--- src/rtl/steer_queue_pkg.sv ---
// steer_queue_pkg: shared definitions for the dual-issue steering queue.
//   - INST_WIDTH_DEFAULT : default instruction width
//   - OP_CODE_*          : opcodes that classify as branch-pipe work
//   - NOP_INSTRUCTION    : filler placed on unused issue slots
//   - pipe_t             : pipe class of an instruction (branch, memory, either)
package steer_queue_pkg;

    localparam int INST_WIDTH_DEFAULT = 32;

    // Compare/test opcodes live in the 00xxxx and 01xxxx groups; every
    // other opcode in those groups can go to either pipe.
    localparam logic [5:0] OP_CODE_CMP   = 6'b000101;
    localparam logic [5:0] OP_CODE_TEST  = 6'b000110;
    localparam logic [5:0] OP_CODE_CMPI  = 6'b010101;
    localparam logic [5:0] OP_CODE_TESTI = 6'b010110;

    localparam logic [INST_WIDTH_DEFAULT-1:0] NOP_INSTRUCTION = '0;

    localparam int PIPE_BITS = 2;

    typedef enum logic [PIPE_BITS-1:0] {
        PIPE_DONT_CARE = 2'd0,
        PIPE_BRANCH    = 2'd1,
        PIPE_MEMORY    = 2'd2
    } pipe_t;

endpackage

--- src/rtl/steer_queue_if.sv ---
// steer_queue_if: fetch-side and issue-side signals of the steering queue.
//   Fetch side : fetch_inst0 (older), fetch_inst1 (younger), fetch_valid[1:0],
//                fetch_ready (queue has room for a full pair).
//   Issue side : slot0_* (branch pipe), slot1_* (memory pipe), first
//                (1 = slot1 holds the older instruction), issue_ready.
// Handshake: a fetch pair is taken on a clock edge where fetch_ready and
// fetch_valid[0] are both high (lane1 only if fetch_valid[1]); the valid
// issue slots are consumed on a clock edge where issue_ready is high.
// Slot outputs are presented whether or not issue_ready is high.
interface steer_queue_if #(
    parameter int INST_WIDTH = 32
);
    logic [INST_WIDTH-1:0] fetch_inst0;
    logic [INST_WIDTH-1:0] fetch_inst1;
    logic [1:0]            fetch_valid;
    logic                  fetch_ready;
    logic                  issue_ready;
    logic [INST_WIDTH-1:0] slot0_inst;
    logic                  slot0_valid;
    logic [INST_WIDTH-1:0] slot1_inst;
    logic                  slot1_valid;
    logic                  first;

    // Queue side.
    modport slave (
        input  fetch_inst0, fetch_inst1, fetch_valid, issue_ready,
        output fetch_ready, slot0_inst, slot0_valid, slot1_inst, slot1_valid, first
    );

    // Fetch unit / execution pipes side.
    modport master (
        output fetch_inst0, fetch_inst1, fetch_valid, issue_ready,
        input  fetch_ready, slot0_inst, slot0_valid, slot1_inst, slot1_valid, first
    );
endinterface

--- src/rtl/steer_classify.sv ---
// steer_classify: maps a 6-bit opcode to the pipe it must issue on.
//   opcode : instruction opcode field
//   pipe   : PIPE_BRANCH, PIPE_MEMORY or PIPE_DONT_CARE
module steer_classify
    import steer_queue_pkg::*;
(
    input  logic [5:0] opcode,
    output pipe_t      pipe
);

    always_comb begin
        pipe = PIPE_DONT_CARE;
        case (opcode[5:4])
            2'b00: if (opcode == OP_CODE_CMP || opcode == OP_CODE_TEST) pipe = PIPE_BRANCH;
            2'b01: if (opcode == OP_CODE_CMPI || opcode == OP_CODE_TESTI) pipe = PIPE_BRANCH;
            2'b10: pipe = PIPE_MEMORY;
            default: pipe = PIPE_BRANCH;
        endcase
    end

endmodule

--- src/rtl/steer_queue.sv ---
// steer_queue: in-order instruction queue that steers up to two head
// instructions per cycle onto the branch pipe (slot0) and memory pipe (slot1).
//   clk, rst_n     : clock, asynchronous active-low reset
//   bus            : steer_queue_if.slave (fetch push and issue slots)
//   flush          : discard the whole queue; wins over push and pop
//   conflict_count : saturating count of cycles where a pipe conflict held
//                    the younger head instruction back
module steer_queue
    import steer_queue_pkg::*;
#(
    parameter int INST_WIDTH = INST_WIDTH_DEFAULT,
    parameter int OPCODE_MSB = 31,
    parameter int OPCODE_LSB = 26,
    parameter int DEPTH      = 8,
    parameter int CNT_WIDTH  = 16
) (
    input  logic                 clk,
    input  logic                 rst_n,
    steer_queue_if.slave         bus,
    input  logic                 flush,
    output logic [CNT_WIDTH-1:0] conflict_count
);

    localparam int PTR_W = $clog2(DEPTH);
    localparam int CNT_W = PTR_W + 1;
    localparam logic [INST_WIDTH-1:0] NOP = INST_WIDTH'(NOP_INSTRUCTION);

    logic [INST_WIDTH-1:0] mem [DEPTH];
    logic [PTR_W-1:0]      rd_ptr;
    logic [PTR_W-1:0]      wr_ptr;
    logic [CNT_W-1:0]      count;

    logic [INST_WIDTH-1:0] h0, h1;
    logic                  h0_valid, h1_valid;
    pipe_t                 c0, c1;

    logic [INST_WIDTH-1:0] slot0_inst, slot1_inst;
    logic                  slot0_valid, slot1_valid, first;
    logic [1:0]            issue_n;

    logic                  fetch_ready;
    logic                  push_en, pop_en, conflict;
    logic [1:0]            push_n, pop_n;

    // Pointer arithmetic at PTR_W bits wraps modulo DEPTH for free.
    assign h0       = mem[rd_ptr];
    assign h1       = mem[rd_ptr + PTR_W'(1)];
    assign h0_valid = (count != '0);
    assign h1_valid = (count >= CNT_W'(2));

    steer_classify u_class0 (.opcode(h0[OPCODE_MSB:OPCODE_LSB]), .pipe(c0));
    steer_classify u_class1 (.opcode(h1[OPCODE_MSB:OPCODE_LSB]), .pipe(c1));

    // Issue selection. A younger instruction is held (not issued) when it
    // needs the same pipe as the older one.
    always_comb begin
        slot0_inst  = NOP;
        slot1_inst  = NOP;
        slot0_valid = 1'b0;
        slot1_valid = 1'b0;
        first       = 1'b0;
        issue_n     = 2'd0;
        if (h0_valid) begin
            case (c0)
                PIPE_BRANCH: begin
                    slot0_inst  = h0;
                    slot0_valid = 1'b1;
                    issue_n     = 2'd1;
                    if (h1_valid && c1 != PIPE_BRANCH) begin
                        slot1_inst  = h1;
                        slot1_valid = 1'b1;
                        issue_n     = 2'd2;
                    end
                end
                PIPE_MEMORY: begin
                    slot1_inst  = h0;
                    slot1_valid = 1'b1;
                    first       = 1'b1;
                    issue_n     = 2'd1;
                    if (h1_valid && c1 != PIPE_MEMORY) begin
                        slot0_inst  = h1;
                        slot0_valid = 1'b1;
                        issue_n     = 2'd2;
                    end
                end
                default: begin
                    slot0_inst  = h0;
                    slot0_valid = 1'b1;
                    issue_n     = 2'd1;
                    if (h1_valid) begin
                        issue_n     = 2'd2;
                        slot1_valid = 1'b1;
                        if (c1 == PIPE_BRANCH) begin
                            slot0_inst = h1;
                            slot1_inst = h0;
                            first      = 1'b1;
                        end else begin
                            slot1_inst = h1;
                        end
                    end
                end
            endcase
        end
    end

    // Room for a full pair, judged on registered count only (no pop credit).
    assign fetch_ready = (count <= CNT_W'(DEPTH - 2));
    assign push_en     = fetch_ready & bus.fetch_valid[0] & ~flush;
    assign push_n      = push_en ? (bus.fetch_valid[1] ? 2'd2 : 2'd1) : 2'd0;
    assign pop_en      = bus.issue_ready & ~flush;
    assign pop_n       = pop_en ? issue_n : 2'd0;
    assign conflict    = pop_en & h1_valid & (issue_n == 2'd1);

    // Storage carries no reset: an entry is only visible once count covers it.
    always_ff @(posedge clk) begin
        if (push_en) begin
            mem[wr_ptr] <= bus.fetch_inst0;
            if (bus.fetch_valid[1]) mem[wr_ptr + PTR_W'(1)] <= bus.fetch_inst1;
        end
    end

    always_ff @(posedge clk or negedge rst_n) begin
        if (!rst_n) begin
            rd_ptr <= '0;
            wr_ptr <= '0;
            count  <= '0;
        end else if (flush) begin
            rd_ptr <= '0;
            wr_ptr <= '0;
            count  <= '0;
        end else begin
            rd_ptr <= rd_ptr + PTR_W'(pop_n);
            wr_ptr <= wr_ptr + PTR_W'(push_n);
            count  <= count + CNT_W'(push_n) - CNT_W'(pop_n);
        end
    end

    // Flush does not clear the counter; it is a long-lived statistic.
    always_ff @(posedge clk or negedge rst_n) begin
        if (!rst_n) begin
            conflict_count <= '0;
        end else if (conflict && conflict_count != '1) begin
            conflict_count <= conflict_count + CNT_WIDTH'(1);
        end
    end

    assign bus.fetch_ready = fetch_ready;
    assign bus.slot0_inst  = slot0_inst;
    assign bus.slot0_valid = slot0_valid;
    assign bus.slot1_inst  = slot1_inst;
    assign bus.slot1_valid = slot1_valid;
    assign bus.first       = first;

endmodule

--- src/flat_wrapper.sv ---
// flat-port wrapper written by rule: the top's interface ports become plain ports
module steer_queue_flat import steer_queue_pkg::*;
#(
    parameter int INST_WIDTH = INST_WIDTH_DEFAULT,
    parameter int OPCODE_MSB = 31,
    parameter int OPCODE_LSB = 26,
    parameter int DEPTH      = 8,
    parameter int CNT_WIDTH  = 16
)
  (clk, rst_n, flush, conflict_count, bus_fetch_inst0, bus_fetch_inst1, bus_fetch_valid, bus_issue_ready, bus_fetch_ready, bus_slot0_inst, bus_slot0_valid, bus_slot1_inst, bus_slot1_valid, bus_first);
  steer_queue_if #(.INST_WIDTH(INST_WIDTH)) bus_i ();
  input  logic clk;
  input  logic rst_n;
  input  logic flush;
  output logic [CNT_WIDTH-1:0] conflict_count;
  input wire logic [$bits(bus_i.fetch_inst0)-1:0] bus_fetch_inst0;
  input wire logic [$bits(bus_i.fetch_inst1)-1:0] bus_fetch_inst1;
  input wire logic [$bits(bus_i.fetch_valid)-1:0] bus_fetch_valid;
  input wire logic [$bits(bus_i.issue_ready)-1:0] bus_issue_ready;
  output wire logic [$bits(bus_i.fetch_ready)-1:0] bus_fetch_ready;
  output wire logic [$bits(bus_i.slot0_inst)-1:0] bus_slot0_inst;
  output wire logic [$bits(bus_i.slot0_valid)-1:0] bus_slot0_valid;
  output wire logic [$bits(bus_i.slot1_inst)-1:0] bus_slot1_inst;
  output wire logic [$bits(bus_i.slot1_valid)-1:0] bus_slot1_valid;
  output wire logic [$bits(bus_i.first)-1:0] bus_first;
  assign bus_i.fetch_inst0 = bus_fetch_inst0;
  assign bus_i.fetch_inst1 = bus_fetch_inst1;
  assign bus_i.fetch_valid = bus_fetch_valid;
  assign bus_i.issue_ready = bus_issue_ready;
  assign bus_fetch_ready = bus_i.fetch_ready;
  assign bus_slot0_inst = bus_i.slot0_inst;
  assign bus_slot0_valid = bus_i.slot0_valid;
  assign bus_slot1_inst = bus_i.slot1_inst;
  assign bus_slot1_valid = bus_i.slot1_valid;
  assign bus_first = bus_i.first;
  steer_queue #(.INST_WIDTH(INST_WIDTH), .OPCODE_MSB(OPCODE_MSB), .OPCODE_LSB(OPCODE_LSB), .DEPTH(DEPTH), .CNT_WIDTH(CNT_WIDTH)) u_core (.clk(clk), .rst_n(rst_n), .bus(bus_i), .flush(flush), .conflict_count(conflict_count));
endmodule
--- config.mk ---
export PLATFORM = sky130hd
export DESIGN_NAME = steer_queue_flat
export DESIGN_NICKNAME = d
export VERILOG_FILES = /design/src/rtl/steer_queue_pkg.sv /design/src/rtl/steer_queue_if.sv /design/src/rtl/steer_classify.sv /design/src/rtl/steer_queue.sv /design/src/flat_wrapper.sv
export SDC_FILE = /design/constraint.sdc
export NUM_CORES = 1
export LEC_CHECK = 0
export CORE_UTILIZATION = 35
export CTS_CLUSTER_DIAMETER = 200
export CTS_CLUSTER_SIZE = 40
export DETAILED_ROUTE_END_ITERATION = 8
export DONT_BUFFER_PORTS = 1
export RECOVER_POWER = 50
export SYNTH_ARGS = -nofsm -noshare
export SYNTH_HDL_FRONTEND = slang
export SYNTH_SLANG_ARGS = --single-unit
--- constraint.sdc ---
create_clock -name clk -period 12.26 [get_ports clk]
set_input_delay 2.452 -clock clk [delete_from_list [all_inputs] [get_ports clk]]
set_output_delay 2.452 -clock clk [all_outputs]
set_load 0.01 [all_outputs]
After elaboration in Yosys (flattened, before gate mapping)
Memories as Yosys holds them, arrays and structs flattened.
Cells that the tools add are included.
{"block": "word_totals", "mem_count": 1, "output_inout_bits": 84, "ram_bits": 256, "input_bits": 70, "wordCells": 92, "regBits": 26}
{"block": "op_classes", "n_addsub": 7, "n_mux": 43, "reduce_logical": 10, "n_eq_ne": 19, "n_lt_le_gt_ge": 2, "bitwise": 6}
{"name": "u_core.mem", "depth": 8, "width": 32, "rd": 2, "rd_ports_with_merged_regs": 0, "write_ports": 2, "line_no": "steer_queue.sv:28", "source": "logic [INST_WIDTH-1:0] mem [DEPTH];"}
{"cell": "$mux W32", "count": 8}
{"cell": "$pmux W32 S2", "count": 2}
{"cell": "$eq A6 B3 Y1 const B", "count": 4}
{"cell": "$eq A6 B5 Y1 const B", "count": 4}
{"cell": "$mux W1", "count": 18}
{"cell": "$add A16 B1 Y16 const B", "count": 1}
{"cell": "$ne A16 B16 Y1 const B", "count": 1}
{"cell": "$mux W2", "count": 7}
{"cell": "$pmux W2 S3", "count": 2}
{"cell": "$eq A2 B1 Y1 const B", "count": 5}
{"cell": "$add A3 B1 Y3 const B", "count": 2}
{"cell": "$add A3 B2 Y3", "count": 2}
{"cell": "$eq A2 B2 Y1 const B", "count": 3}
{"cell": "$mux W3", "count": 2}
{"cell": "$and A1 B1 Y1", "count": 5}
{"cell": "$add A4 B2 Y4", "count": 1}
{"cell": "$ge A4 B2 Y1 const B", "count": 1}
{"cell": "$le A4 B3 Y1 const B", "count": 1}
{"cell": "$logic_not A2 Y1", "count": 2}
{"cell": "$logic_or A1 B1 Y1", "count": 4}
{"cell": "$mux W4", "count": 1}
{"cell": "$pmux W1 S2", "count": 2}
{"cell": "$pmux W2 S2", "count": 1}
{"cell": "$reduce_bool A4 Y1", "count": 1}
{"cell": "other kinds (5)", "count": 7}

Longest topological paths before layout
Gate-level depths: netlist of the first run.
An unclocked memory read counts as a cell.
{"block": "logic_depth", "word_depth": 14, "depth_mapped": 18, "depth_no_buf": 14}

Cells and area by module
A second synthesis of the first run with hierarchy kept.
{"block": "hier_totals", "cells_unflattened": 1338, "hier_area_um2": 18268.8}
{"module": "steer_queue", "cells_per_inst": 1330, "seq_area_each_um2": 8338.0, "instances": 1, "area_each_um2": 18211.2}
{"module": "steer_classify", "cells_per_inst": 4, "seq_area_each_um2": 0.0, "instances": 2, "area_each_um2": 28.8}

Least setup slack after synthesis of the first run
OpenSTA, ideal clock, no wires.
{"block": "synth_timing", "path_kind": "input port to flip-flop", "start": "input flush", "end": "memory u_core.mem[0][0] (enable)", "path_buffers": 0, "setup_slack_ps": 6252, "arrival_ps": 5538, "stages": 4, "required_ps": 11790, "path_cell_list": "nand2b_1 a311oi_1 nand2_1 o31ai_1"}
{"element": "start: declaration", "line_no": "flat_wrapper.sv:14", "source": "input logic flush;"}
{"element": "end: declaration", "line_no": "steer_queue.sv:28"}

Final worst setup path of the first run
{"block": "layout_timing", "start": "register u_core.rd_ptr[1]", "end": "output bus_slot0_inst[28]"}
{"block": "layout_between", "elab_chain_cells": 11, "word_cells_on_any_way": 36, "cone_classes": "add/sub (1); eq/ne (16); mux (11); reduce/logical (7); memory (1)"}
{"element": "start: declaration", "line_no": "steer_queue.sv:29", "source": "logic [PTR_W-1:0] rd_ptr;"}
{"element": "start signal: assignment", "line_no": "steer_queue.sv:132", "source": "rd_ptr <= rd_ptr + PTR_W'(pop_n);"}
{"element": "$add A3 B1 Y3", "line_no": "steer_queue.sv:47", "source": "assign h1 = mem[rd_ptr + PTR_W'(1)];"}
{"element": "$mem_v2 Z8 W32 *"}
{"element": "$eq A6 B5 Y1 or $eq A6 B3 Y1 (tied branches)", "line_no": "steer_classify.sv:15, steer_classify.sv:14"}
{"element": "$logic_or A1 B1 Y1 (on tied branches)", "line_no": "steer_classify.sv:15, steer_classify.sv:14"}
{"element": "$mux W1 (on tied branches)", "line_no": "steer_classify.sv:15, steer_classify.sv:14"}
{"element": "$pmux W2 S3", "line_no": "steer_classify.sv:13", "source": "case (opcode[5:4])"}
{"element": "$eq A2 B1 Y1 or $ne A2 B2 Y1 (tied branches)", "line_no": "steer_queue.sv:93, steer_queue.sv:80"}
{"element": "$mux W32 or $logic_and A1 B1 Y1 (tied branches)", "line_no": "steer_queue.sv:93, steer_queue.sv:80"}
{"element": "$mux W32 (on tied branches)", "line_no": "steer_queue.sv:90, steer_queue.sv:80"}
{"element": "$pmux W32 S2 *", "line_no": "steer_queue.sv:64", "source": "case (c0)"}
{"element": "$mux W32 *", "line_no": "steer_queue.sv:63", "source": "if (h0_valid) begin"}
{"element": "end: declaration", "line_no": "flat_wrapper.sv:21", "source": "output wire logic [$bits(bus_i.slot0_inst)-1:0] bus_slot0_inst;"}
Every way passes the cells marked *; elsewhere a longest branch is shown, timed or not.

==> results of run 1 <==
worst paths after layout:
check | start | to | slack [ns] | cells after the start
worst max-delay path | u_core.rd_ptr[1]$_DFF_PN0_ | bus_slot0_inst[28] | 2.65 | 8
worst min-delay path | u_core.conflict_count[9]$_DFFE_PN0P_ | u_core.conflict_count[9]$_DFFE_PN0P_ | 0.58 | 1
worst max register to register | u_core.rd_ptr[1]$_DFF_PN0_ | u_core.count[3]$_DFF_PN0_ | 4.70 | 15
worst min register to register | u_core.conflict_count[9]$_DFFE_PN0P_ | u_core.conflict_count[9]$_DFFE_PN0P_ | 0.58 | 1
max in group asynchronous | rst_n | u_core.rd_ptr[2]$_DFF_PN0_ | 10.55 | 0
min in group asynchronous | rst_n | u_core.count[3]$_DFF_PN0_ | 1.59 | 0
flip-flops by register name, indices dropped and copies added, names as in the netlist:
| name | count |
|---|---|
| u_core.mem | 256 |
| u_core.conflict_count | 16 |
| u_core.count | 4 |
| u_core.rd_ptr | 3 |
| u_core.wr_ptr | 3 |
per-layer routing:
metal	vias to the layer above	GRT usage, %	part of all wire (%)
met5	-	0	0
met4	0	3.18	1.3
met3	51	4.81	8.4
met2	452	32.8	47
met1	5744	27.2	43
li1	4578	-	-
kinds of logic (layout without fill, tap and decap cells):
family | after synthesis | after routing | share of synthesized area (%)
multiplexers | 467 | 467 | 37.7
flip-flops | 282 | 282 | 47.8
AND/OR/NAND/NOR | 144 | 144 | 4.47
AO/OA/AOI/OAI | 115 | 115 | 4.72
adder cells (fa/ha/maj) | 15 | 15 | 1.25
buffers and inverters | 106 | 58 | 2.85
XOR/XNOR | 24 | 24 | 1.25
critical path: cells and delay by family (launching register included):
kind	cells	cell delay, ns
compound gates	3	1.62
buf+inv	1	1.55
xor+xnor	1	1.43
mux	1	0.75
flops	1	0.70
simple gates	1	0.29
fa+ha+maj	1	0.24
layout make-up:
cell class                      count  share of cell area [%]
Sequential cell                   282                    45.3
Inverter                           17                   0.346
Clock inverter                      1                   0.163
Multi-Input combinational cell    765                    47.2
Clock buffer                       14                    1.56
Timing Repair Buffer               26                   0.876
Tap cell                          664                    4.51
where the power goes:
group,switching (mW),leakage [nW],internal (mW)
sequential,0.0408,2.66,1.10
clock,0.308,0.151,0.173
combinational,0.824,2.82,0.500
total,1.17,5.63,1.77
Yosys cell counts, drive strengths merged (2+ instances only):
cell,count
mux2,265
edfxtp,256
mux4,124
mux2i,78
buf,60
o22ai,43
nor3,31
clkbuf,29
nor2,28
dfrtp,26
nand2,21
xor2,20
a211oi,19
inv,17
nor4,15
a31o,13
and3,13
nand2b,13
ha,11
a21oi,10
nor2b,9
nand3,8
o21ai,6
o31ai,5
a21o,4
fa,4
xnor2,4
a31oi,3
o21bai,3
nand4,2
o32ai,2
per-stage QoR:
stage / setup slack (ns) / instance area, um^2 / total power [mW] / instances / hold WS [ns]
after floorplan: 6.25 / 17500 / 2.16 / 1153 / 0.515
after global placement: 5.10 / 18200 / 2.46 / 1754 / 0.554
after detailed placement: 5.04 / 18200 / 2.47 / 1754 / 0.559
after CTS: 4.44 / 18500 / 2.94 / 1769 / 0.579
after global routing: 2.28 / 18400 / 3.06 / 1769 / 0.606
final: 2.65 / 18400 / 2.94 / 1769 / 0.580
==> summary.md, run 1 <==
| Metric | Value |
|---|---|
| Post-route minimum period | `9.61 ns` |
| H-tree depth | `1` |
| Area used by sequential logic in the layout | `8350 um^2` |
| Setup crit start kind | `register` |
| Post-synthesis cell type count | `55` |
| Die span in y | `225 um` |
| Number of buffers on the longest clock path | `3` |
| P per Cell Area | `160 nW/um^2` |
| Core box area | `49,100 um^2` |
| Final clock period utilization by the worst path | `78.3%` |
| Dominant synthesized flop cell | `edfxtp_1` |
| Type of the worst min-delay path | `register to register` |
| Number of setup violations in the final report | `0` |
| Post-detailed-route wirelength per cell | `29.1 um` |
| Final setup skew | `0.0876 ns` |
| Mapped Nets | `1,238` |
| Root buf cell | `clkbuf_16` |
| Setup tns final | `0 ns` |
| Number of buffers inserted during clock tree synthesis | `11` |
| Number of I/O port buffers | `0` |
| Static power due to leakage | `5.63 nW` |
| Share of final-layout standard cells stronger than drive strength 1 | `41.7%` |
| Share of synthesized flip-flops with an asynchronous set or reset | `9.22%` |
| Count of state elements after synthesis | `282` |
| Maximum frequency from static timing analysis | `104 MHz` |
| Chip Width | `225 um` |
| Detailed-route vias per instance | `6.12` |
| Average size of a mapped cell | `15.1 um^2` |
| # hold bufs at CTS | `0` |
| Synth-to-Final Area Change | `5.50%` |
| Insertion delay of the later-clocked pin in the worst-skew pair | `0.52 ns` |
| Post-CTS clock slew at the launch and capture registers of the worst setup and hold paths | `0.17 ns` |
| Number of enable-type register cells in the synthesized netlist | `256` |
| Worst EP required | `9.81 ns` |
| Data arrival at the endpoint of the critical path | `7.15 ns` |
| Largest cells by area after synthesis | `edfxtp_1, mux2_2, mux4_2` |
| Gr usage total | `20.0%` |
| Number of nets with antenna violations after routing | `0` |
| Crit-path max FO | `25` |
| Number of slew-limit violations in the final report | `370` |
| Initial Util | `35.6%` |
| Std-Cell Rows | `81` |
| Half-perimeter wire length of the detailed placement result | `31.9 mm` |
| Worst supply voltage drop on vdd | `107 uV` |
| Number of global-route vias before repair | `10,800` |
| Floorplan die area | `50,800 um^2` |
| Number of antenna repair diodes | `0` |
| Final design utilization | `37.5%` |
| Classification of the worst setup path | `register to output pin` |
| Num Clock Sinks | `282` |
| Placer congestion estimate | `0.919` |
| Total count of hold-check failures in the final report | `0` |
| Final WL | `51.4 mm` |
| Number of antenna violations at the first check in global routing | `0` |
| Leading cell type in the layout, fill and taps excluded | `mux2_2` |
| Maximum number of pins on one net before global-route repair | `61` |
| Slew margin rel. | `-104%` |
| Top cell type's share of synthesized area | `44.0%` |
| Post-Syn Instances | `1,153` |
| Router iterations before antenna repair | `5` |
| Quantity of gates resized following cts | `0` |
| Mapped cell area | `17,500 um^2` |
| Failing checks | `max-capacitance violations, max-slew violations` |
| # DRC | `0` |
| First-pass GRT wire length | `74.3 mm` |
| Sequential-to-total area share from yosys stat | `47.8%` |
| Slew @ Worst Pin | `3.07 ns` |
| IO Pins | `154` |
| Post-CTS repair timing setup buffer count | `0` |
| Type of destination of the critical path | `output pin` |
| Total area of multi-input combinational cells | `8700 um^2` |
| Vias after detailed routing | `10,800` |
| CP cell instances | `ha_1 -> xor2_1 -> clkbuf_1 -> mux4_2 -> nor3b_4 -> a21o_2 -> a21oi_1 -> a211oi_1` |
| Top library cells by usage in the layout, fill and taps aside | `mux2_2, edfxtp_1, mux4_2, mux2i_1, o22ai_1` |
| TritonCTS clock tree | `yes` |
| Slowest cell on the critical path | `clkbuf_1` |
| YS warnings | `0` |
| Net count, final | `1,188` |
| Max capacitance violation total | `13` |
| Top cell type by total area after synthesis | `edfxtp_1` |
| Number of DRC markers in iteration 0 | `1,017` |
| Status | `finished with violations` |
| Overflow left after global routing | `0` |
| Filler cell count | `4,702` |
| Max incr delay on CP | `1.55 ns` |
| RSZ-0062 raised after global routing | `false` |
Power figures use the tool's default switching activity.
==> run 2, diff against run 1 <==
==> constraint.sdc (replaced) <==
create_clock -name clk -period 7.9 [get_ports clk]
set_input_delay 1.58 -clock clk [delete_from_list [all_inputs] [get_ports clk]]
set_output_delay 1.58 -clock clk [all_outputs]
set_load 0.01 [all_outputs]
==> run 2 against run 1 <==
  * The flow still finishes with violations (max-capacitance violations, max-slew violations)
  * Sequential power rose by 55%
  * Sequential cell count is the same
  * Utilization is 0.061 points lower
  * Cell area fell by 0.16%
  * Via count up 0.81%
  * Critical endpoint is now u_core.mem[4][1]$_DFFE_PP_
  * Largest cell class unchanged
  * Largest power group unchanged
==> summary.md, run 2 (synthesis gave the netlist of run 1 again) <==
| Metric | Value |
|---|---|
| # hold bufs at CTS | `0 (unchanged)` |
| End point of the critical path | `u_core.mem[4][1]$_DFFE_PP_` |
| Part of the total power dissipated in the clock network | `16.4% (about the same)` |
| Slew margin rel. | `-222% (-120 points)` |
| Number of slew-limit violations in the final report | `366 (-1.1%)` |
| Start point of the critical path | `flush` |
| Core box area | `49,100 um^2 (unchanged)` |
| Net count, final | `1,188 (unchanged)` |
| Slew @ Worst Pin | `4.78 ns (+1.71 ns)` |
| Post-detailed-route wirelength per cell | `29.3 um (+0.70%)` |
| Gr usage total | `20.1% (+0.097 points)` |
| Post-route minimum period | `7.17 ns` |
| Detailed-route vias per instance | `6.17 (+0.81%)` |
| Classification of the worst setup path | `input port to register` |
| P per Cell Area | `247 nW/um^2 (+55%)` |
| Slowest cell on the critical path | `o21ai_0` |
| Number of buffers inserted during clock tree synthesis | `11 (unchanged)` |
| Crit-path max FO | `18 (-28%)` |
| Router iterations before antenna repair | `5 (unchanged)` |
| Type of the worst min-delay path | `register to register` |
| Type of destination of the critical path | `register` |
| Post-CTS repair timing setup buffer count | `0 (unchanged)` |
| Top Registers | `u_core.mem (256), u_core.conflict_count (16), u_core.count (4)` |
| Max capacitance violation total | `16 (+3)` |
| Number of setup violations in the final report | `0 (unchanged)` |
| Setup tns final | `0 ns (unchanged)` |
| Final clock period utilization by the worst path | `90.7%` |
| Failing checks | `max-capacitance violations, max-slew violations` |
| Share of power burned in combinational logic | `44.7% (-0.3 points)` |
| Half-perimeter wire length of the detailed placement result | `32.3 mm (+1.4%)` |
| Internal Pwr Total | `2.74 mW (+55%)` |
| Number of I/O port buffers | `0 (unchanged)` |
| Post-CTS clock slew at the launch and capture registers of the worst setup and hold paths | `0.16 ns (about the same)` |
| CP cell instances | `nand2b_1 -> a311oi_1 -> nand2_1 -> o21ai_0 -> buf_4` |
| Register containing the most flip-flops in the final layout | `u_core.mem` |
| Num Clock Sinks | `282 (unchanged)` |
| Leading cell type in the layout, fill and taps excluded | `mux2_2` |
| Non-filler instance count after layout | `1,769 (unchanged)` |
| First-pass GRT wire length | `74.8 mm (+0.70%)` |
| H-tree depth | `1 (unchanged)` |
| Placer congestion estimate | `0.917 (-0.22%)` |
| Chip Width | `225 um (unchanged)` |
| Overflow left after global routing | `0 (unchanged)` |
| Synth-to-Final Area Change | `5.33%` |
| Insertion delay of the later-clocked pin in the worst-skew pair | `0.53 ns (about the same)` |
| Fraction of power consumed by sequential logic | `38.9% (+0.3 points)` |
| Maximum number of pins on one net before global-route repair | `65 (+6.6%)` |
| Number of placed instances with taps included | `1,754 (unchanged)` |
| Number of antenna violations at the first check in global routing | `0 (unchanged)` |
| Std-Cell Rows | `81 (unchanged)` |
| Setup crit start kind | `input port` |
| Data arrival at the endpoint of the critical path | `7.36 ns (+0.21 ns)` |
| Maximum frequency from static timing analysis | `140 MHz` |
| Max FFs per register | `256 (unchanged)` |
| FF-to-FF path depth | `6 (-9)` |
| Number of global-route vias before repair | `11,100 (+3.1%)` |
| Vias after detailed routing | `10,900 (+0.81%)` |
| Register-to-Register Setup Slack | `1.18 ns (-3.52 ns)` |
| Status | `finished with violations` |
| Die span in y | `225 um (unchanged)` |
| Net load switching power | `1.81 mW (+55%)` |
| Number of DRC markers in iteration 0 | `978 (-3.8%)` |
| Filler cell count | `4,633 (-1.5%)` |
| Max incr delay on CP | `3.61 ns (+2.06 ns)` |
| Final setup skew | `0.0893 ns (+0.00175 ns)` |
| TritonCTS clock tree | `yes` |
| Fraction of power spent switching nets | `39.8% (-0.059 points)` |
| RSZ-0062 raised after global routing | `false` |
| Capture point of the worst reg-to-reg path | `u_core.mem[4][1]$_DFFE_PP_` |
| Top library cells by usage in the layout, fill and taps aside | `mux2_2, edfxtp_1, mux4_2, mux2i_1, o22ai_1` |
| Number of antenna repair diodes | `0 (unchanged)` |
| Static power due to leakage | `5.61 nW (-0.29%)` |
| Share of final-layout standard cells stronger than drive strength 1 | `41.4% (-0.27 points)` |
| Quantity of gates resized following cts | `0 (unchanged)` |
| Floorplan die area | `50,800 um^2 (unchanged)` |
| Number of buffers on the longest clock path | `3 (unchanged)` |
| Number of nets with antenna violations after routing | `0 (unchanged)` |
| Total count of hold-check failures in the final report | `0 (unchanged)` |
| FF-to-FF Start | `u_core.count[3]$_DFF_PN0_` |
| Worst supply voltage drop on vdd | `133 uV (+24%)` |
| # DRC | `0 (unchanged)` |
| IO Pins | `154 (unchanged)` |
| Root buf cell | `clkbuf_16` |
| Worst EP required | `8.10 ns (-1.71 ns)` |
| Final WL | `51.8 mm (+0.70%)` |
| Initial Util | `35.6% (unchanged)` |
run 2: worst max-delay path: cells and delay by family:
family          cells  cell delay, ns
compound gates      2            4.61
buf+inv             1            0.72
simple gates        2            0.43
run 2: cell type report:
cell class                 instances  area [um^2]  share of cell area, %
inverter                          17         63.8                  0.347
clock buffer                      14          287                   1.56
clock inverter                     1         30.0                  0.163
tap                              664          831                   4.52
sequential                       282         8350                   45.4
timing repair buffer              26          165                  0.898
multi-input combinational        765         8660                   47.1
run 2: how the worst min path moves through the flow:
stage | startpoint | to | slack (ns) | cells after the start
floorplan | u_core.conflict_count[9]$_DFFE_PN0P_ | u_core.conflict_count[9]$_DFFE_PN0P_ | 0.51 | 1
global placement | u_core.conflict_count[15]$_DFFE_PN0P_ | u_core.conflict_count[15]$_DFFE_PN0P_ | 0.55 | 1
detailed placement | u_core.conflict_count[15]$_DFFE_PN0P_ | u_core.conflict_count[15]$_DFFE_PN0P_ | 0.55 | 1
CTS | u_core.conflict_count[15]$_DFFE_PN0P_ | u_core.conflict_count[15]$_DFFE_PN0P_ | 0.57 | 1
global route | u_core.conflict_count[9]$_DFFE_PN0P_ | u_core.conflict_count[9]$_DFFE_PN0P_ | 0.59 | 1
finish | u_core.conflict_count[15]$_DFFE_PN0P_ | u_core.conflict_count[15]$_DFFE_PN0P_ | 0.57 | 1
run 2: stage by stage:
stage / utilization, % / power, mW / setup slack [ns] / hold WS, ns / cell area [um^2]
after floorplan: - / 3.34 / 2.76 / 0.515 / 17500
after global placement: 37.1 / 3.81 / 1.89 / 0.548 / 18200
after detailed placement: 37.1 / 3.82 / 1.77 / 0.548 / 18200
after CTS: 37.8 / 4.55 / 1.18 / 0.573 / 18500
after global routing: 37.5 / 4.74 / 0.711 / 0.593 / 18400
final: 37.5 / 4.55 / 0.733 / 0.568 / 18400
run 2: power by group through the flow:
stage | clock network (mW) | registers, mW | logic, mW
2_1_floorplan | 0 | 1.77 | 1.58
3_3_place_gp | 0 | 1.80 | 2.01
3_5_place_dp | 0 | 1.80 | 2.02
4_1_cts | 0.756 | 1.77 | 2.03
5_1_grt | 0.795 | 1.78 | 2.16
6_report | 0.745 | 1.77 | 2.04
run 2: layer usage:
metal | track usage, % | vias up | share of wire (%)
li1 | - | 4581 | -
met1 | 27.3 | 5735 | 41
met2 | 33.6 | 545 | 48
met3 | 3.98 | 52 | 9.4
met4 | 3.47 | 0 | 1.3
met5 | 0 | - | 0
==> run 3, diff against run 2 <==
--- a/config.mk
+++ b/config.mk
@@ -5,11 +5,14 @@
 export SDC_FILE = /design/constraint.sdc
 export NUM_CORES = 1
 export LEC_CHECK = 0
+export CELL_PAD_IN_SITES_DETAIL_PLACEMENT = 1
+export CELL_PAD_IN_SITES_GLOBAL_PLACEMENT = 2
 export CORE_UTILIZATION = 35
 export CTS_CLUSTER_DIAMETER = 200
 export CTS_CLUSTER_SIZE = 40
 export DETAILED_ROUTE_END_ITERATION = 8
 export DONT_BUFFER_PORTS = 1
+export PLACE_DENSITY_LB_ADDON = 0.1
 export RECOVER_POWER = 50
 export SYNTH_ARGS = -nofsm -noshare
 export SYNTH_HDL_FRONTEND = slang
==> run 3 against run 2 <==
  * The flow still finishes with violations (max-capacitance violations, max-slew violations)
  * Utilization is 0.25 points higher
  * Critical path depth increased by 2
  * Critical endpoint is now bus_slot0_inst[29]
  * Combinational power rose by 5%
  * Global-route usage increased by 2.9 points
  * Wire length up 12%
  * Count of clock-buffer cells in the layout stayed put
  * Clock skew is 0.027 ns lower
  * Via count decreased by 1.9%
  * Cell area rose by 0.68%
==> summary.md, run 3 (synthesis gave the netlist of run 1 again) <==
| Metric | Value |
|---|---|
| Filler cell count | `4,973 (+7.3%)` |
| Crit-path max FO | `61 (+43)` |
| Net load switching power | `1.94 mW (+6.9%)` |
| Quantity of gates resized following cts | `0 (unchanged)` |
| Placer congestion estimate | `0.804 (-12%)` |
| Post-detailed-route wirelength per cell | `32.5 um (+11%)` |
| Type of the worst min-delay path | `register to register` |
| Number of DRC markers in iteration 0 | `864 (-12%)` |
| Max FFs per register | `256 (unchanged)` |
| # DRC | `0 (unchanged)` |
| Detailed-route vias per instance | `6.03 (-2.2%)` |
| Floorplan die area | `50,800 um^2 (unchanged)` |
| Status | `finished with violations` |
| First-pass GRT wire length | `83.8 mm (+12%)` |
| Slew @ Worst Pin | `3.22 ns (-1.56 ns)` |
| Top Registers | `u_core.mem (256), u_core.conflict_count (16), u_core.count (4)` |
| Static power due to leakage | `5.66 nW (+0.82%)` |
| Fraction of power consumed by sequential logic | `38.3% (-0.6 points)` |
| Register containing the most flip-flops in the final layout | `u_core.mem` |
| Maximum frequency from static timing analysis | `142 MHz (+1.7%)` |
| Worst EP required | `6.32 ns (-1.78 ns)` |
| Internal Pwr Total | `2.77 mW (+1.0%)` |
| Fraction of power spent switching nets | `41.2% (+1.4 points)` |
| Classification of the worst setup path | `register to output pin` |
| Chip Width | `225 um (unchanged)` |
| Setup crit start kind | `register` |
| Failing checks | `max-capacitance violations, max-slew violations` |
| Gr usage total | `23.0% (+2.9 points)` |
| Max capacitance violation total | `11 (-5)` |
| Die span in y | `225 um (unchanged)` |
| Post-route minimum period | `7.05 ns (-0.121 ns)` |
| Final WL | `57.8 mm (+12%)` |
| Number of global-route vias before repair | `11,400 (+2.4%)` |
| Slew margin rel. | `-114% (+110 points)` |
| Share of power burned in combinational logic | `45.4% (+0.7 points)` |
| Post-CTS repair timing setup buffer count | `0 (unchanged)` |
| Router iterations before antenna repair | `5 (unchanged)` |
| Number of I/O port buffers | `0 (unchanged)` |
| Number of buffers inserted during clock tree synthesis | `11 (unchanged)` |
| Worst supply voltage drop on vdd | `150 uV (+13%)` |
| Initial Util | `35.6% (unchanged)` |
| Part of the total power dissipated in the clock network | `16.3% (about the same)` |
| Num Clock Sinks | `282 (unchanged)` |
| Leading cell type in the layout, fill and taps excluded | `mux2_2` |
| TritonCTS clock tree | `yes` |
| Insertion delay of the later-clocked pin in the worst-skew pair | `0.53 ns (about the same)` |
| Number of slew-limit violations in the final report | `353 (-3.6%)` |
| Final clock period utilization by the worst path | `89.2% (-1.5 points)` |
| Number of setup violations in the final report | `0 (unchanged)` |
| Overflow left after global routing | `0 (unchanged)` |
| P per Cell Area | `254 nW/um^2 (+2.7%)` |
| IO Pins | `154 (unchanged)` |
| Placement Setup Slack | `1.31 ns (-0.454 ns)` |
| H-tree depth | `1 (unchanged)` |
| Number of buffers on the longest clock path | `3 (unchanged)` |
| Half-perimeter wire length of the detailed placement result | `35.7 mm (+10%)` |
| Number of nets with antenna violations after routing | `0 (unchanged)` |
| Root buf cell | `clkbuf_16` |
| Vias after detailed routing | `10,700 (-1.9%)` |
| Post-placement cell area | `18,300 um^2 (+0.32%)` |
| Top library cells by usage in the layout, fill and taps aside | `mux2_2, edfxtp_1, mux4_2, mux2i_1, o22ai_1` |
| Total count of hold-check failures in the final report | `0 (unchanged)` |
| Number of antenna violations at the first check in global routing | `0 (unchanged)` |
| # hold bufs at CTS | `0 (unchanged)` |
| Post-CTS clock slew at the launch and capture registers of the worst setup and hold paths | `0.16 ns (about the same)` |
| Maximum number of pins on one net before global-route repair | `62 (-4.6%)` |
| Crit path setup slack, layout | `0.854 ns (+0.121 ns)` |
| Synth-to-Final Area Change | `6.05%` |
| Setup tns final | `0 ns (unchanged)` |
| RSZ-0062 raised after global routing | `false` |
| Core box area | `49,100 um^2 (unchanged)` |
| Number of antenna repair diodes | `0 (unchanged)` |
| Std-Cell Rows | `81 (unchanged)` |
| Share of final-layout standard cells stronger than drive strength 1 | `42.0% (+0.59 points)` |
| Net count, final | `1,193 (+0.42%)` |
| Final setup skew | `0.0627 ns (-0.0266 ns)` |
| Data arrival at the endpoint of the critical path | `5.47 ns (-1.89 ns)` |
| Type of destination of the critical path | `output pin` |
| Final cell area excluding filler cells | `18,500 um^2 (+0.68%)` |
-- run 3: cell types whose count changed in the layout (fill, tap and decap cells not counted), moves of 2 or more --
cell,delta
buf_4,+3
o21ai_0,-3
o21ai_4,+3
o21bai_1,-3
clkbuf_1,+2
nand2_1,+2
nand2_2,-2
o21bai_4,+2
-- run 3: layer usage --
layer	up-vias	share of wire [%]	track usage, %
met5	-	0	0
met4	0	1.5	4.67
met3	35	3.8	2.93
met2	240	49	38.9
met1	5839	46	31.6
li1	4590	-	-
-- run 3: worst max-delay path, stage by stage, from the launching register on --
cell	delay (ns)
dfrtp_4	0.83
buf_4	0.87
mux4_2	0.41
mux2i_1	0.37
nor2b_1	0.24
a211oi_4	0.88
a21oi_2	0.52
o32ai_1	0.78
-- run 3: power by group through the flow --
stage               sequential [mW]  combinational (mW)  clock [mW]
finish                         1.80                2.14       0.767
global route                   1.81                2.28       0.832
CTS                            1.80                2.15       0.797
detailed placement             1.83                2.14           0
global placement               1.83                2.12           0
floorplan                      1.77                1.58           0
-- run 3: final cells by class --
class / count / area (um^2) / area share, %
clock buffer: 14 / 287 / 1.55
clock inverter: 2 / 38.8 / 0.210
inverter: 17 / 63.8 / 0.345
multi-input combinational: 765 / 8750 / 47.3
sequential: 282 / 8350 / 45.1
tap: 664 / 831 / 4.49
timing repair buffer: 31 / 195 / 1.05
-- run 3: stage by stage --
step / hold WS (ns) / util [%] / instances / power, mW
after floorplan: 0.515 / - / 1153 / 3.34
after global placement: 0.534 / 37.3 / 1759 / 3.95
after detailed placement: 0.538 / 37.3 / 1759 / 3.98
after CTS: 0.563 / 37.9 / 1775 / 4.75
after global routing: 0.581 / 37.7 / 1775 / 4.93
final: 0.562 / 37.7 / 1775 / 4.70
-- run 3: final timing paths --
check	start	to	slack (ns)	depth (start not counted)
max	u_core.rd_ptr[0]$_DFF_PN0_	bus_slot0_inst[29]	0.85	7
min	u_core.conflict_count[9]$_DFFE_PN0P_	u_core.conflict_count[9]$_DFFE_PN0P_	0.56	1
max reg2reg	u_core.rd_ptr[1]$_DFF_PN0_	u_core.count[3]$_DFF_PN0_	2.32	14
min reg2reg	u_core.conflict_count[9]$_DFFE_PN0P_	u_core.conflict_count[9]$_DFFE_PN0P_	0.56	1
max in group asynchronous	rst_n	u_core.conflict_count[1]$_DFFE_PN0P_	7.10	0
min in group asynchronous	rst_n	u_core.wr_ptr[2]$_DFF_PN0_	0.71	0
